`src/rtl/ysyx_22041207_rd_arbiter.sv`:
```
// ysyx_22041207_rd_arbiter: shares one AXI read port between IF and MEM.
// One transaction at a time: IDLE -> REQ -> WAIT -> RESP -> IDLE.
//
// Ports
//   clk, rst_n                  clock, asynchronous active-low reset
//   if_req_*  / mem_req_*       request handshakes (valid/ready, addr, size)
//   if_resp_* / mem_resp_*      response handshakes (valid/ready, data)
//   rx_r_valid_i/rx_r_ready_o   read-address handshake towards AXI master
//   rx_r_addr_i/rx_r_size_i     read address and size
//   rx_data_valid/rx_data_ready read-data handshake, data on rx_data_read_o
//
// Optional feature
//   YSYX_22041207_ARB_RR_EN     round-robin grant on simultaneous requests;
//                               undefined: fixed priority, MEM over IF.

module ysyx_22041207_rd_arbiter #(
    parameter int AW = 64,
    parameter int DW = 64,
    parameter int SW = 8
) (
    input  logic          clk,
    input  logic          rst_n,

    input  logic          if_req_valid,
    output logic          if_req_ready,
    input  logic [AW-1:0] if_req_addr,
    input  logic [SW-1:0] if_req_size,
    output logic          if_resp_valid,
    input  logic          if_resp_ready,
    output logic [DW-1:0] if_resp_data,

    input  logic          mem_req_valid,
    output logic          mem_req_ready,
    input  logic [AW-1:0] mem_req_addr,
    input  logic [SW-1:0] mem_req_size,
    output logic          mem_resp_valid,
    input  logic          mem_resp_ready,
    output logic [DW-1:0] mem_resp_data,

    output logic          rx_r_valid_i,
    input  logic          rx_r_ready_o,
    output logic [AW-1:0] rx_r_addr_i,
    output logic [SW-1:0] rx_r_size_i,
    input  logic [DW-1:0] rx_data_read_o,
    input  logic          rx_data_valid,
    output logic          rx_data_ready
);

    typedef enum logic [1:0] {
        ST_IDLE = 2'd0,
        ST_REQ  = 2'd1,
        ST_WAIT = 2'd2,
        ST_RESP = 2'd3
    } state_e;

    typedef enum logic {
        OWN_IF  = 1'b0,
        OWN_MEM = 1'b1
    } owner_e;

    state_e        state_q,  state_d;
    owner_e        owner_q,  owner_d;
    logic [AW-1:0] addr_q,   addr_d;
    logic [SW-1:0] size_q,   size_d;
    logic [DW-1:0] data_q,   data_d;
    logic          rvalid_q, rvalid_d;
    logic          dready_q, dready_d;
    logic          if_rv_q,  if_rv_d;
    logic          mem_rv_q, mem_rv_d;

    logic gnt_if;
    logic gnt_mem;
    logic req_fire;
    logic resp_fire;

`ifdef YSYX_22041207_ARB_RR_EN
    owner_e lg_q, lg_d;

    // On a tie the requester that did not win last time is served.
    always_comb begin
        if (if_req_valid && mem_req_valid) begin
            gnt_mem = (lg_q == OWN_IF);
            gnt_if  = (lg_q == OWN_MEM);
        end else begin
            gnt_mem = mem_req_valid;
            gnt_if  = if_req_valid;
        end
    end
`else
    always_comb begin
        gnt_mem = mem_req_valid;
        gnt_if  = if_req_valid && !mem_req_valid;
    end
`endif

    // Readies are combinational; rst_n gates them so every output is
    // low while reset is held, even with a requester valid.
    assign if_req_ready  = rst_n && (state_q == ST_IDLE) && gnt_if;
    assign mem_req_ready = rst_n && (state_q == ST_IDLE) && gnt_mem;

    assign req_fire  = (if_req_valid && if_req_ready)
                     || (mem_req_valid && mem_req_ready);
    assign resp_fire = (if_rv_q && if_resp_ready)
                     || (mem_rv_q && mem_resp_ready);

    always_comb begin
        state_d  = state_q;
        owner_d  = owner_q;
        addr_d   = addr_q;
        size_d   = size_q;
        data_d   = data_q;
        rvalid_d = rvalid_q;
        dready_d = dready_q;
        if_rv_d  = if_rv_q;
        mem_rv_d = mem_rv_q;
`ifdef YSYX_22041207_ARB_RR_EN
        lg_d     = lg_q;
`endif
        unique case (state_q)
            ST_IDLE: begin
                if (req_fire) begin
                    state_d  = ST_REQ;
                    rvalid_d = 1'b1;
                    if (gnt_mem) begin
                        owner_d = OWN_MEM;
                        addr_d  = mem_req_addr;
                        size_d  = mem_req_size;
                    end else begin
                        owner_d = OWN_IF;
                        addr_d  = if_req_addr;
                        size_d  = if_req_size;
                    end
`ifdef YSYX_22041207_ARB_RR_EN
                    lg_d = gnt_mem ? OWN_MEM : OWN_IF;
`endif
                end
            end
            ST_REQ: begin
                if (rx_r_ready_o) begin
                    state_d  = ST_WAIT;
                    rvalid_d = 1'b0;
                    dready_d = 1'b1;
                end
            end
            ST_WAIT: begin
                if (rx_data_valid) begin
                    state_d  = ST_RESP;
                    data_d   = rx_data_read_o;
                    dready_d = 1'b0;
                    if (owner_q == OWN_MEM) begin
                        mem_rv_d = 1'b1;
                    end else begin
                        if_rv_d = 1'b1;
                    end
                end
            end
            ST_RESP: begin
                if (resp_fire) begin
                    state_d  = ST_IDLE;
                    if_rv_d  = 1'b0;
                    mem_rv_d = 1'b0;
                end
            end
            default: begin
                state_d = ST_IDLE;
            end
        endcase
    end

    always_ff @(posedge clk or negedge rst_n) begin
        if (!rst_n) begin
            state_q  <= ST_IDLE;
            owner_q  <= OWN_IF;
            addr_q   <= '0;
            size_q   <= '0;
            data_q   <= '0;
            rvalid_q <= 1'b0;
            dready_q <= 1'b0;
            if_rv_q  <= 1'b0;
            mem_rv_q <= 1'b0;
`ifdef YSYX_22041207_ARB_RR_EN
            lg_q     <= OWN_MEM;
`endif
        end else begin
            state_q  <= state_d;
            owner_q  <= owner_d;
            addr_q   <= addr_d;
            size_q   <= size_d;
            data_q   <= data_d;
            rvalid_q <= rvalid_d;
            dready_q <= dready_d;
            if_rv_q  <= if_rv_d;
            mem_rv_q <= mem_rv_d;
`ifdef YSYX_22041207_ARB_RR_EN
            lg_q     <= lg_d;
`endif
        end
    end

    assign rx_r_valid_i   = rvalid_q;
    assign rx_r_addr_i    = addr_q;
    assign rx_r_size_i    = size_q;
    assign rx_data_ready  = dready_q;
    assign if_resp_valid  = if_rv_q;
    assign mem_resp_valid = mem_rv_q;
    assign if_resp_data   = data_q;
    assign mem_resp_data  = data_q;

endmodule

```
`config.mk`:
```
export PLATFORM = sky130hd
export DESIGN_NAME = ysyx_22041207_rd_arbiter
export DESIGN_NICKNAME = d
export VERILOG_FILES = /design/src/rtl/ysyx_22041207_rd_arbiter.sv
export SDC_FILE = /design/constraint.sdc
export NUM_CORES = 1
export LEC_CHECK = 0
export CORE_AREA = 2 2 166 168
export DETAILED_ROUTE_END_ITERATION = 8
export DIE_AREA = 0 0 168 170
export HOLD_SLACK_MARGIN = 0.05
export SLEW_MARGIN = 10
export SYNTH_ARGS = -nofsm -noshare
export SYNTH_HDL_FRONTEND = slang
export SYNTH_SLANG_ARGS = --single-unit
```
`constraint.sdc`:
```
create_clock -name clk -period 3.1 [get_ports clk]
set_clock_uncertainty 0.05 [all_clocks]
set_input_delay 0.62 -clock clk [delete_from_list [all_inputs] [get_ports clk]]
set_output_delay 0.62 -clock clk [all_outputs]
set_load 0.005 [all_outputs]
```
==> flow_summary.ini <==
[layout]
fin_util_pct = 42.21
most-common-layout-cells = 419 x clkdlybuf4s50_1, 143 x dfrtp_1, 77 x nand2_1, 73 x mux2i_1, 65 x mux2_2
fill_cells = 2632
final_common_cell = clkdlybuf4s50_1
area_delta_synth_final_pct = 70.54
drive_gt1_share_pct = 12.03
num_antenna_cells = 0
nets = 1130

[clocking]
h-tree-depth = 4
postCtsResizedCells = 0
postCtsSetupBuffers = 0
ctsHoldBuffers = 1
clock-sinks = 143
clock_latency_ns = 0.41
cts_tree = yes
cts_buffer_depth = 2
clkTransAtPathRegs_ns = 0.07
cts_root_buffer = clkbuf_16
cts_buffers = 17

[die]
start_util_pct = 24.75
die_w_um = 168
num_rows = 60
io_pins = 422
coreArea_um2 = 26650
die_area_um2 = 28560
die-height_um = 170

[timing]
slew_viol_final = 0
hold_viol = 0
clock.fmax_mhz = 361.1
setup_tns_ns = 0
period_share_pct = 89.32
rsz0062_at_grt = no
worst_pin_slew_ns = 0.8548
holdWs_ns = 0.4253
max-slew-margin-rel_pct = 43.02
period_needed_ns = 2.769
worst_slack_ns = 0.3310
setup_violations = 0

[worst_setup_path]
path_max_fanout = 6
crit_path_cell_trace = dlygate4sd3_1, buf_6, and4b_1, clkdlybuf4s50_1
cp_data_required_time_ns = 2.43
end_kind = output port
crit_path_top_delay_cell = dlygate4sd3_1
critical_path_arrival_ns = 2.10
crit_family = buffers and inverters
crit_buf_inv = 3
critPathKind = in2out
startpoint_type = primary input
critPathMaxStageDelay_ns = 0.59

[synthesis]
synth_area_leaders = dfrtp_1 54%, mux2_2 11%, mux2i_1 11%
synth_flop_cell = dfrtp_1
synth_top_area_share_pct = 54.25
syn-num-nets = 774
yosys.area.top_type = dfrtp_1
yosysWarningCount = 0
synth_edf_count = 0
syn_area_per_cell_um2 = 11.91
yosysUniqueCellTypes = 25
synth_cells = 554
synthArstFlopShare_pct = 100.0
synth_seq_cells = 143
seq_area_frac_synth_pct = 54.25
synth_area_um2 = 6596

[power_and_ir_drop]
irDropWorstVdd_mv = 0.2837
power.density_nw_per_um2 = 890.6
power.total_mw = 10.02
leakage_nw = 4.832

[placed_design]
pre_cts_ws_ns = 0.5191
gp_congestion = 0.7510
hpwl_um = 16260
port_buffers = 421

[detailed_routing]
vias = 5267
wire_per_inst_um = 16.52
vias_per_cell = 4.167
antenna_left = 0
first_pass_iters = 4
totalWireLength_um = 20880
drc_errors = 0
dr.first_iter.drc_count = 147

[job]
cap_violations = 0

[global_routing]
grt_start_max_net_pins = 143
grt-ovfl-total = 0
first_global_vias = 5365
grt_pass1_wl_um = 31380
antenna_found_initial = 0
gr-usage-all-layers_pct = 14.54

[worst_hold_path]
hp-class = reg2reg

[outcome]
status = finished, final reports clean
==> cell families (layout without fill, tap and decap cells) <==
family | Yosys count | count (layout) | synth area share (%)
DFF | 143 | 143 | 54.25
and+or+nand+nor | 85 | 85 | 5.027
AOI/OAI and AO/OA | 85 | 85 | 7.056
adders and majority gates | 4 | 4 | 0.7588
buffers and inverters | 99 | 468 | 10.74
muxes | 138 | 138 | 22.17
==> registers in the layout, indices dropped and copies added (netlist names) <==
name	count
owner_q	1
if_resp_data	64
state_q	2
rx_r_size_i	8
rx_r_addr_i	64
if_resp_valid	1
rx_data_ready	1
mem_resp_valid	1
rx_r_valid_i	1
==> power by group <==
part / internal [mW] / total (mW) / leakage, nW / switching (mW)
clock: 1.17 / 2.03 / 0.276 / 0.865
combinational: 3.10 / 4.55 / 2.81 / 1.45
sequential: 2.77 / 3.43 / 1.75 / 0.660
==> cells in the mapped netlist (2+ instances only) <==
| cell | number |
|---|---|
| clkbuf_1 | 6 |
| buf_2 | 8 |
| buf_4 | 72 |
| o21ai_1 | 15 |
| inv_1 | 4 |
| nor2_1 | 3 |
| nand2_1 | 78 |
| clkbuf_4 | 3 |
| mux2i_1 | 73 |
| o21ai_0 | 60 |
| a21oi_1 | 2 |
| buf_6 | 6 |
| mux2_2 | 65 |
| ha_1 | 4 |
| a22o_1 | 3 |
| dfrtp_1 | 143 |
==> final cells by class <==
| class | count | area (um^2) | area share [%] |
|---|---|---|---|
| clock buffer | 20 | 456.7 | 4.060 |
| clock inverter | 12 | 125.1 | 1.112 |
| inverter | 4 | 15.01 | 0.1335 |
| multi-input combinational | 312 | 2312 | 20.55 |
| sequential | 143 | 3578 | 31.81 |
| tap | 341 | 426.7 | 3.793 |
| timing repair buffer | 432 | 4335 | 38.54 |
==> routing by layer <==
| metal | vias up | GRT usage [%] | share of wire, % |
|---|---|---|---|
| li1 | 2548 | - | - |
| met1 | 2435 | 16.49 | 39 |
| met2 | 267 | 25.84 | 51 |
| met3 | 17 | 4.907 | 8.3 |
| met4 | 0 | 4.537 | 1.5 |
| met5 | - | 0 | 0 |
==> worst reg2reg max path: stages (launching register included) <==
cell and delay, ns:
dfrtp_1 0.38, inv_1 0.09, ha_1 0.28, nand2_2 0.36
buf_12 0.29, mux2_2 0.40
==> through the flow <==
stage	std cells	instance area, um^2
global route	1264	11250
detailed placement	1231	10660
CTS	1264	11250
finish	1264	11250
floorplan	554	6596
global placement	1231	10660
==> path summary, 6_finish.rpt <==
kind | startpoint | cells after the start | slack [ns] | endpoint
min in group asynchronous | rst_n | 2 | 0.57 | owner_q
max | rst_n | 4 | 0.33 | if_req_ready
max in group asynchronous | rst_n | 3 | 1.44 | rx_r_addr_i[58]
min | rx_r_addr_i[44] | 2 | 0.43 | rx_r_addr_i[44]
min reg2reg | rx_r_addr_i[44] | 2 | 0.43 | rx_r_addr_i[44]
max reg2reg | state_q[0] | 5 | 1.13 | if_resp_data[3]
(Power assumes the default switching activity.)
